===== config.mk =====
export PLATFORM = sky130hd
export DESIGN_NAME = ram_slot_scheduler
export DESIGN_NICKNAME = d
export VERILOG_FILES = /design/src/rtl/ram_slot_scheduler.sv
export SDC_FILE = /design/constraint.sdc
export NUM_CORES = 1
export LEC_CHECK = 0
export BUFFER_PORTS_ARGS = -buffer_cell sky130_fd_sc_hd__buf_4
export CORE_UTILIZATION = 40
export CTS_CLUSTER_SIZE = 30
export DETAILED_ROUTE_END_ITERATION = 8
export GPL_TIMING_DRIVEN = 1
export PLACE_DENSITY = 0.67
export SLEW_MARGIN = 10
export SYNTH_ARGS = -nofsm -noshare
export SYNTH_HDL_FRONTEND = slang
export SYNTH_SLANG_ARGS = --single-unit

===== constraint.sdc =====
create_clock -name clk -period 2.2 [get_ports clk]
set_clock_uncertainty 0.05 [all_clocks]
set_input_delay 0.66 -clock clk [delete_from_list [all_inputs] [get_ports clk]]
set_output_delay 0.66 -clock clk [all_outputs]
set_load 0.01 [all_outputs]

===== src/rtl/ram_slot_scheduler.sv =====
// Shared-RAM slot scheduler: an 8-phase bus cycle alternates CPU and video slots,
// arbitrates the slot owner at each slot boundary and decodes RAM strobes per phase.
module ram_slot_scheduler #(
  parameter int unsigned REF_MAX = 7
) (
  input  logic       clk,
  input  logic       reset,
  input  logic       clk8_en_p,
  input  logic       cpu_req,
  input  logic       cpu_we,
  input  logic       vid_req,
  input  logic       snd_req,
  input  logic       refresh_tick,
  output logic [2:0] bus_phase,
  output logic       video_slot,
  output logic       grant_cpu,
  output logic       grant_vid,
  output logic       grant_snd,
  output logic       grant_ref,
  output logic       cpu_ack,
  output logic       ram_oe,
  output logic       ram_we,
  output logic [2:0] ref_pending
);

  localparam logic [2:0] REF_LIM = 3'(REF_MAX);

  logic       boundary;
  logic       we_l;
  logic       ref_take;
  logic [3:0] grant_nxt;  // {cpu, vid, snd, ref}

  // A tick that coincides with a granted refresh cancels it out; excess ticks at the limit are lost.
  function automatic logic [2:0] ref_next(input logic [2:0] cnt, input logic tick,
                                          input logic take);
    logic [2:0] res;
    res = cnt;
    if (take) begin
      if (!tick) res = cnt - 3'd1;
    end else if (tick && (cnt < REF_LIM)) begin
      res = cnt + 3'd1;
    end
    return res;
  endfunction

  always_comb begin
    boundary  = clk8_en_p && (bus_phase == 3'd7);
    grant_nxt = 4'b0000;
    if (!video_slot) begin
      // Entering a video slot: an idle slot is lent to the CPU as last resort.
      if (vid_req)                  grant_nxt = 4'b0100;
      else if (snd_req)             grant_nxt = 4'b0010;
      else if (ref_pending != 3'd0) grant_nxt = 4'b0001;
      else if (cpu_req)             grant_nxt = 4'b1000;
    end else begin
      if (cpu_req)                  grant_nxt = 4'b1000;
      else if (ref_pending != 3'd0) grant_nxt = 4'b0001;
    end
    ref_take = boundary && grant_nxt[0];
  end

  always_ff @(posedge clk or posedge reset) begin
    if (reset) begin
      bus_phase   <= 3'd0;
      video_slot  <= 1'b0;
      grant_cpu   <= 1'b0;
      grant_vid   <= 1'b0;
      grant_snd   <= 1'b0;
      grant_ref   <= 1'b0;
      we_l        <= 1'b0;
      ref_pending <= 3'd0;
    end else begin
      if (clk8_en_p) bus_phase <= bus_phase + 3'd1;
      if (boundary) begin
        video_slot <= ~video_slot;
        {grant_cpu, grant_vid, grant_snd, grant_ref} <= grant_nxt;
        if (grant_nxt[3]) we_l <= cpu_we;
      end
      ref_pending <= ref_next(ref_pending, refresh_tick, ref_take);
    end
  end

  // Strobes decode from registered state only; cpu_ack alone follows cpu_req live.
  assign cpu_ack = grant_cpu && (bus_phase >= 3'd4) && cpu_req;
  assign ram_oe  = (bus_phase >= 3'd1) && (bus_phase <= 3'd6) &&
                   (grant_vid || grant_snd || (grant_cpu && !we_l));
  assign ram_we  = (bus_phase >= 3'd2) && (bus_phase <= 3'd5) && grant_cpu && we_l;

endmodule


==> flow_metrics.env, run 1 <==
export IMPL_status="complete, no violations"
export IMPL_finalPower_mw=1.41
export IMPL_finish_utilization_pct=66.9
export IMPL_max_cap_viol_count=0
export IMPL_yosysSeqAreaShare_pct=41.7
export IMPL_clock_latency_ps=280
export IMPL_p_switching_uw=567
export IMPL_min_path_type="in2async"
export IMPL_switching_share_pct=40.2
export IMPL_grt_pass1_vias=605
export IMPL_layout_cells_non_filler=135
export IMPL_hpwl_um=1290
export IMPL_fmax_mhz=457
export IMPL_die_w_um=44.4
export IMPL_p_comb_share_pct=56.0
export IMPL_io_pins=22
export IMPL_drtPass1Iterations=4
export IMPL_h_tree_depth=1
export IMPL_cp_end_kind="flop"
export IMPL_relSlewSlack_pct=67.6
export IMPL_antenna_diode_count=0
export IMPL_cp_start_kind="primary input"
export IMPL_cts_tree="built"
export IMPL_ir_drop_v=0.000838
export IMPL_synthTopCellsByArea="dfrtp_1 42%, ha_1 8.7%, nand2_1 5.7%"
export IMPL_numCtsBuffers=3
export IMPL_preCtsSetupSlack_ps=-310
export IMPL_synth_nets=88
export IMPL_routed_via_density=4.70
export IMPL_wirelength_um=1670
export IMPL_final_nets=126
export IMPL_p_leak_nw=0.557
export IMPL_hold_ws_ps=341
export IMPL_worstMarginPinSlew_ps=485
export IMPL_antenna_found_initial=0
export IMPL_die_h_um=44.4
export IMPL_gr_total_overflow=0
export IMPL_cellInternalPower_uw=843
export IMPL_cts_root_buf="clkbuf_4"
export IMPL_cts_hold_buf=0
export IMPL_hold_viol=0
export IMPL_syn2layout_area_growth_pct=48.2
export IMPL_ant_nets=0
export IMPL_synth_top_area_cell="dfrtp_1"
export IMPL_row_count=14
export IMPL_finalSetupViolations=0
export IMPL_grt_max_degree=13
export IMPL_rsz0062_at_grt="yes"
export IMPL_avgSynthCellArea_um2=9.72
export IMPL_period_needed_ps=2190
export IMPL_core_area_mm2=0.00159
export IMPL_vias=635
export IMPL_die_area_mm2=0.00197
export IMPL_drive_gt1_share_pct=44.1
export IMPL_crit_path_max_fanout=2
export IMPL_worst_endpoint_arrival_ps=2300
export IMPL_synth_seq_cells=12
export IMPL_fin_ws_ps=12.9
export IMPL_synthCells=74
export IMPL_yosysTopAreaCellShare_pct=41.7
export IMPL_r2r_start="video_slot"
export IMPL_ys_types=27
export IMPL_r2r_cells=7
export IMPL_clk_pin_slew_ps=80
export IMPL_r2r_end="ref_pending[1]"
export IMPL_port_buffers=21
export IMPL_ctsLongestPathBuffers=2
export IMPL_fill_cells=146
export IMPL_gp_congestion=0.814
export IMPL_clock_sinks=12
export IMPL_drtIter0Drc=7
export IMPL_drc=0
export IMPL_required_ps=2320
export IMPL_crit_type="in2reg"
export IMPL_grt_pass1_wl_um=2570
export IMPL_syn_area_um2=719
export IMPL_drv_slew=0
export IMPL_track_usage_pct=18.9
export IMPL_finalCritPeriodShare_pct=99.4
export IMPL_r2r_setup_slack_ps=30
export IMPL_wl_per_cell_um=12.4
export IMPL_power_density_mw_per_mm2=1320
export IMPL_pwr_share_seq_pct=31.0
export IMPL_pwr_share_clk_pct=13.0
export IMPL_dp_cells=129
export IMPL_yosys_warnings=0
export IMPL_initial_utilization_pct=45.1
flip-flops by register name (all words and copies together) (netlist names):
name         cells
ref_pending      3
grant_cpu        1
we_l             1
grant_vid        1
grant_ref        1
bus_phase        3
video_slot       1
grant_snd        1
how the worst max path moves through the flow:
stage / to / slack (ps) / startpoint / depth (start not counted)
after floorplan: ref_pending[1] / -250 / snd_req / 7
after global placement: ref_pending[2] / -250 / snd_req / 8
after detailed placement: ref_pending[2] / -310 / snd_req / 8
after CTS: ref_pending[1] / 9 / snd_req / 8
after global routing: ref_pending[1] / -40 / video_slot / 7
final: ref_pending[1] / 10 / snd_req / 8
cell usage after synthesis:
master     n
o21a_1     1
fa_1       1
nand2_1   11
or2b_1     1
o41ai_1    1
ha_1       5
a221oi_1   2
inv_1      9
xnor2_1    2
nor3b_1    1
o21ai_0    2
nand2b_1   1
nor2b_1    1
nor3_1     3
a211oi_4   1
and3_1     3
o211ai_1   1
a21o_1     1
mux2_2     1
a21oi_1    4
or3_4      1
nor2_1     3
mux2i_1    3
xor2_1     1
inv_2      1
dfrtp_1   12
a211oi_1   1
cells by family after synthesis:
logic type	synth area share (%)
adder cells (fa/ha/maj)	11.5
multiplexers	5.74
flip-flops	41.7
XOR/XNOR	3.65
AND/OR/NAND/NOR	17.4
AO/OA/AOI/OAI	14.8
buffers and inverters	5.22
layout by cell type (no fill, tap or decap), types with 2 or more instances in the layout:
| cell | count |
|---|---|
| buf_4 | 31 |
| nand2_1 | 10 |
| clkbuf_4 | 3 |
| nor2_1 | 3 |
| buf_6 | 2 |
| mux2i_1 | 3 |
| o21ai_0 | 2 |
| a21oi_1 | 4 |
| ha_1 | 5 |
| dfrtp_1 | 12 |
| nor3_1 | 2 |
| inv_1 | 7 |
| a221oi_2 | 2 |
| xnor2_1 | 2 |
| inv_2 | 3 |
| and3_1 | 3 |
layout make-up:
cell class                 count  area (um^2)  area share [%]
multi-input combinational     52          407            38.1
sequential                    12          300            28.2
timing repair buffer          33          255            23.9
inverter                      10         37.5            3.52
clock buffer                   4         36.3            3.40
tap                           24         30.0            2.82
power groups by stage:
stage / combinational, mW / sequential [mW] / clock [mW]
after floorplan: 0.337 / 0.475 / 0
after global placement: 0.691 / 0.435 / 0
after detailed placement: 0.717 / 0.439 / 0
after CTS: 0.741 / 0.437 / 0.192
after global routing: 0.870 / 0.455 / 0.197
final: 0.790 / 0.437 / 0.183
what timing repair did:
action,in CTS,in global routing
setup buffers,0,2
setup endpoints to repair,2,4
pin swaps,0,1
resized for setup,2,7
critical path, stage by stage:
cell      delay (ps)
buf_6             90
or3_4            380
a211oi_4         240
inv_2             70
fa_2             530
inv_2             40
a221oi_2         230
a21oi_1           60
metrics by stage:
stage | cell area [um^2] | setup TNS [ps]
after detailed placement | 988 | -576
after global placement | 988 | -447
after CTS | 1030 | 0
after global routing | 1070 | -76.7
after floorplan | 726 | -482
final | 1070 | 0
metal layers:
| layer | global-route usage, % | routed length [um] |
|---|---|---|
| met1 | 22.7 | 731 |
| met2 | 32.4 | 823 |
| met3 | 3.67 | 61 |
| met4 | 9.09 | 55 |
| met5 | 0 | 0 |
No activity file was read; power rests on OpenSTA's default activity.
==> run 2: changes to the inputs <==
Settings changed: CAP_MARGIN set to 0, CORE_UTILIZATION 40 to 44, PLACE_DENSITY 0.67 to 0.73.
==> run 2 against run 1 <==
  * Total power increased by 0.31%
  * Cell area decreased by 0.12%
  * Maximum frequency increased by 1.1%
  * Wire length decreased by 8.7%
==> flow_metrics.env, run 2 (same netlist as run 1, synthesis figures left out) <==
export IMPL_multi_input_area_um2=422
export IMPL_h_tree_depth=1
export IMPL_grt_pass1_wl_um=2580
export IMPL_layout_commonest_cell="buf_4"
export IMPL_wl_met3_um=42
export IMPL_fill_cells=119
export IMPL_required_ps=2300
export IMPL_drive_gt1_share_pct=46.4
export IMPL_drv_slew=0
export IMPL_die_area_mm2=0.00180
export IMPL_row_count=14
export IMPL_die_w_um=42.4
export IMPL_finalSetupViolations=0
export IMPL_core_area_mm2=0.00152
export IMPL_final_nets=125
export IMPL_rsz0062_at_grt="yes"
export IMPL_finish_utilization_pct=69.9
export IMPL_initial_utilization_pct=47.2
export IMPL_ir_drop_v=0.000940
export IMPL_io_pins=22
export IMPL_final_cell_mix="30 x buf_4, 11 x dfrtp_1, 9 x nand2_1, 7 x inv_1"
export IMPL_top_layer="met3"
export IMPL_status="complete, no violations"
export IMPL_routed_wl_met2_um=800
export IMPL_ctsLongestPathBuffers=2
export IMPL_crit_type="in2reg"
export IMPL_clk_pin_slew_ps=90
export IMPL_power_density_mw_per_mm2=1330
export IMPL_grt_max_degree=13
export IMPL_cp_end_kind="flop"
export IMPL_drtPass1Iterations=2
export IMPL_dp_cells=121
export IMPL_vias=627
export IMPL_hpwl_um=1160
export IMPL_numCtsBuffers=3
export IMPL_cts_tree="built"
export IMPL_relSlewSlack_pct=68.4
export IMPL_period_needed_ps=2160
export IMPL_wl_per_cell_um=12.1
export IMPL_layout_cells_non_filler=126
export IMPL_register_area_um2=302
export IMPL_worst_endpoint_arrival_ps=2270
export IMPL_wirelength_um=1530
export IMPL_ant_nets=0
export IMPL_grt_pass1_vias=610
export IMPL_top_regs="bus_phase x3, ref_pending x3"
export IMPL_gr_total_overflow=0
export IMPL_track_usage_pct=19.1
export IMPL_worstMarginPinSlew_ps=474
export IMPL_antenna_found_initial=0
export IMPL_port_buffers=21
export IMPL_r2r_setup_slack_ps=50
export IMPL_crit_path_max_fanout=2
export IMPL_drtIter0Drc=10
export IMPL_cts_root_buf="clkbuf_4"
export IMPL_hold_viol=0
export IMPL_syn2layout_area_growth_pct=48.0
export IMPL_cp_start_kind="primary input"
export IMPL_min_path_type="in2async"
export IMPL_p_leak_nw=0.551
export IMPL_antenna_diode_count=0
export IMPL_clock_sinks=12
export IMPL_finalCritPeriodShare_pct=98.3
export IMPL_gp_congestion=0.826
export IMPL_drc=0
export IMPL_clock_latency_ps=270
export IMPL_max_cap_viol_count=0
export IMPL_fmax_mhz=462
export IMPL_routed_via_density=4.98
export IMPL_die_h_um=42.4
export IMPL_m1WireLength_um=684
==> run 2: timing repair <==
item                       CTS  global route
pin swaps                    0             1
buffers inserted             0             1
hold buffers                 0             0
setup endpoints to repair    2             4
resized for setup            2            11
==> run 2: critical path: stages <==
cell	delay (ps)
buf_6	90
or3_4	360
a211oi_4	230
inv_2	70
fa_2	530
inv_2	40
a221oi_2	230
a21oi_1	60
==> run 2: stage by stage <==
step | worst slack, ps | area (um^2) | hold slack, ps | power, mW | TNS, ps
2_1_floorplan | -247 | 726 | 445 | 0.812 | -482
3_3_place_gp | -235 | 978 | 419 | 1.11 | -437
3_5_place_dp | -311 | 978 | 422 | 1.14 | -543
4_1_cts | 5.90 | 1020 | 353 | 1.35 | 0
5_1_grt | -48.5 | 1060 | 383 | 1.53 | -58.0
6_report | 37.1 | 1060 | 344 | 1.41 | 0
==> run 2: routing by layer <==
metal  up-vias  track usage [%]
li1        324                -
met3         0             2.59
met2        11             32.6
met5         -                0
met1       292             24.3
met4         0             7.50
==> run 2: worst paths after layout <==
path,startpoint,end,cells after the start
max,snd_req,ref_pending[1],8
min,reset,bus_phase[1],2
max reg2reg,video_slot,ref_pending[1],7
min reg2reg,grant_ref,grant_ref,2
max in group asynchronous,reset,video_slot,2
min in group clk,grant_ref,grant_ref,2
==> run 2: layout make-up <==
class	instances	area share [%]
sequential	12	28.3
clock buffer	4	3.41
timing repair buffer	32	23.3
tap	16	1.88
inverter	10	3.53
multi-input combinational	52	39.6
==> run 2: power breakdown <==
part           leakage [nW]  internal, mW  switching (mW)
combinational         0.385         0.425           0.373
clock                0.0210         0.100          0.0801
sequential            0.145         0.323           0.113
total                 0.551         0.849           0.566
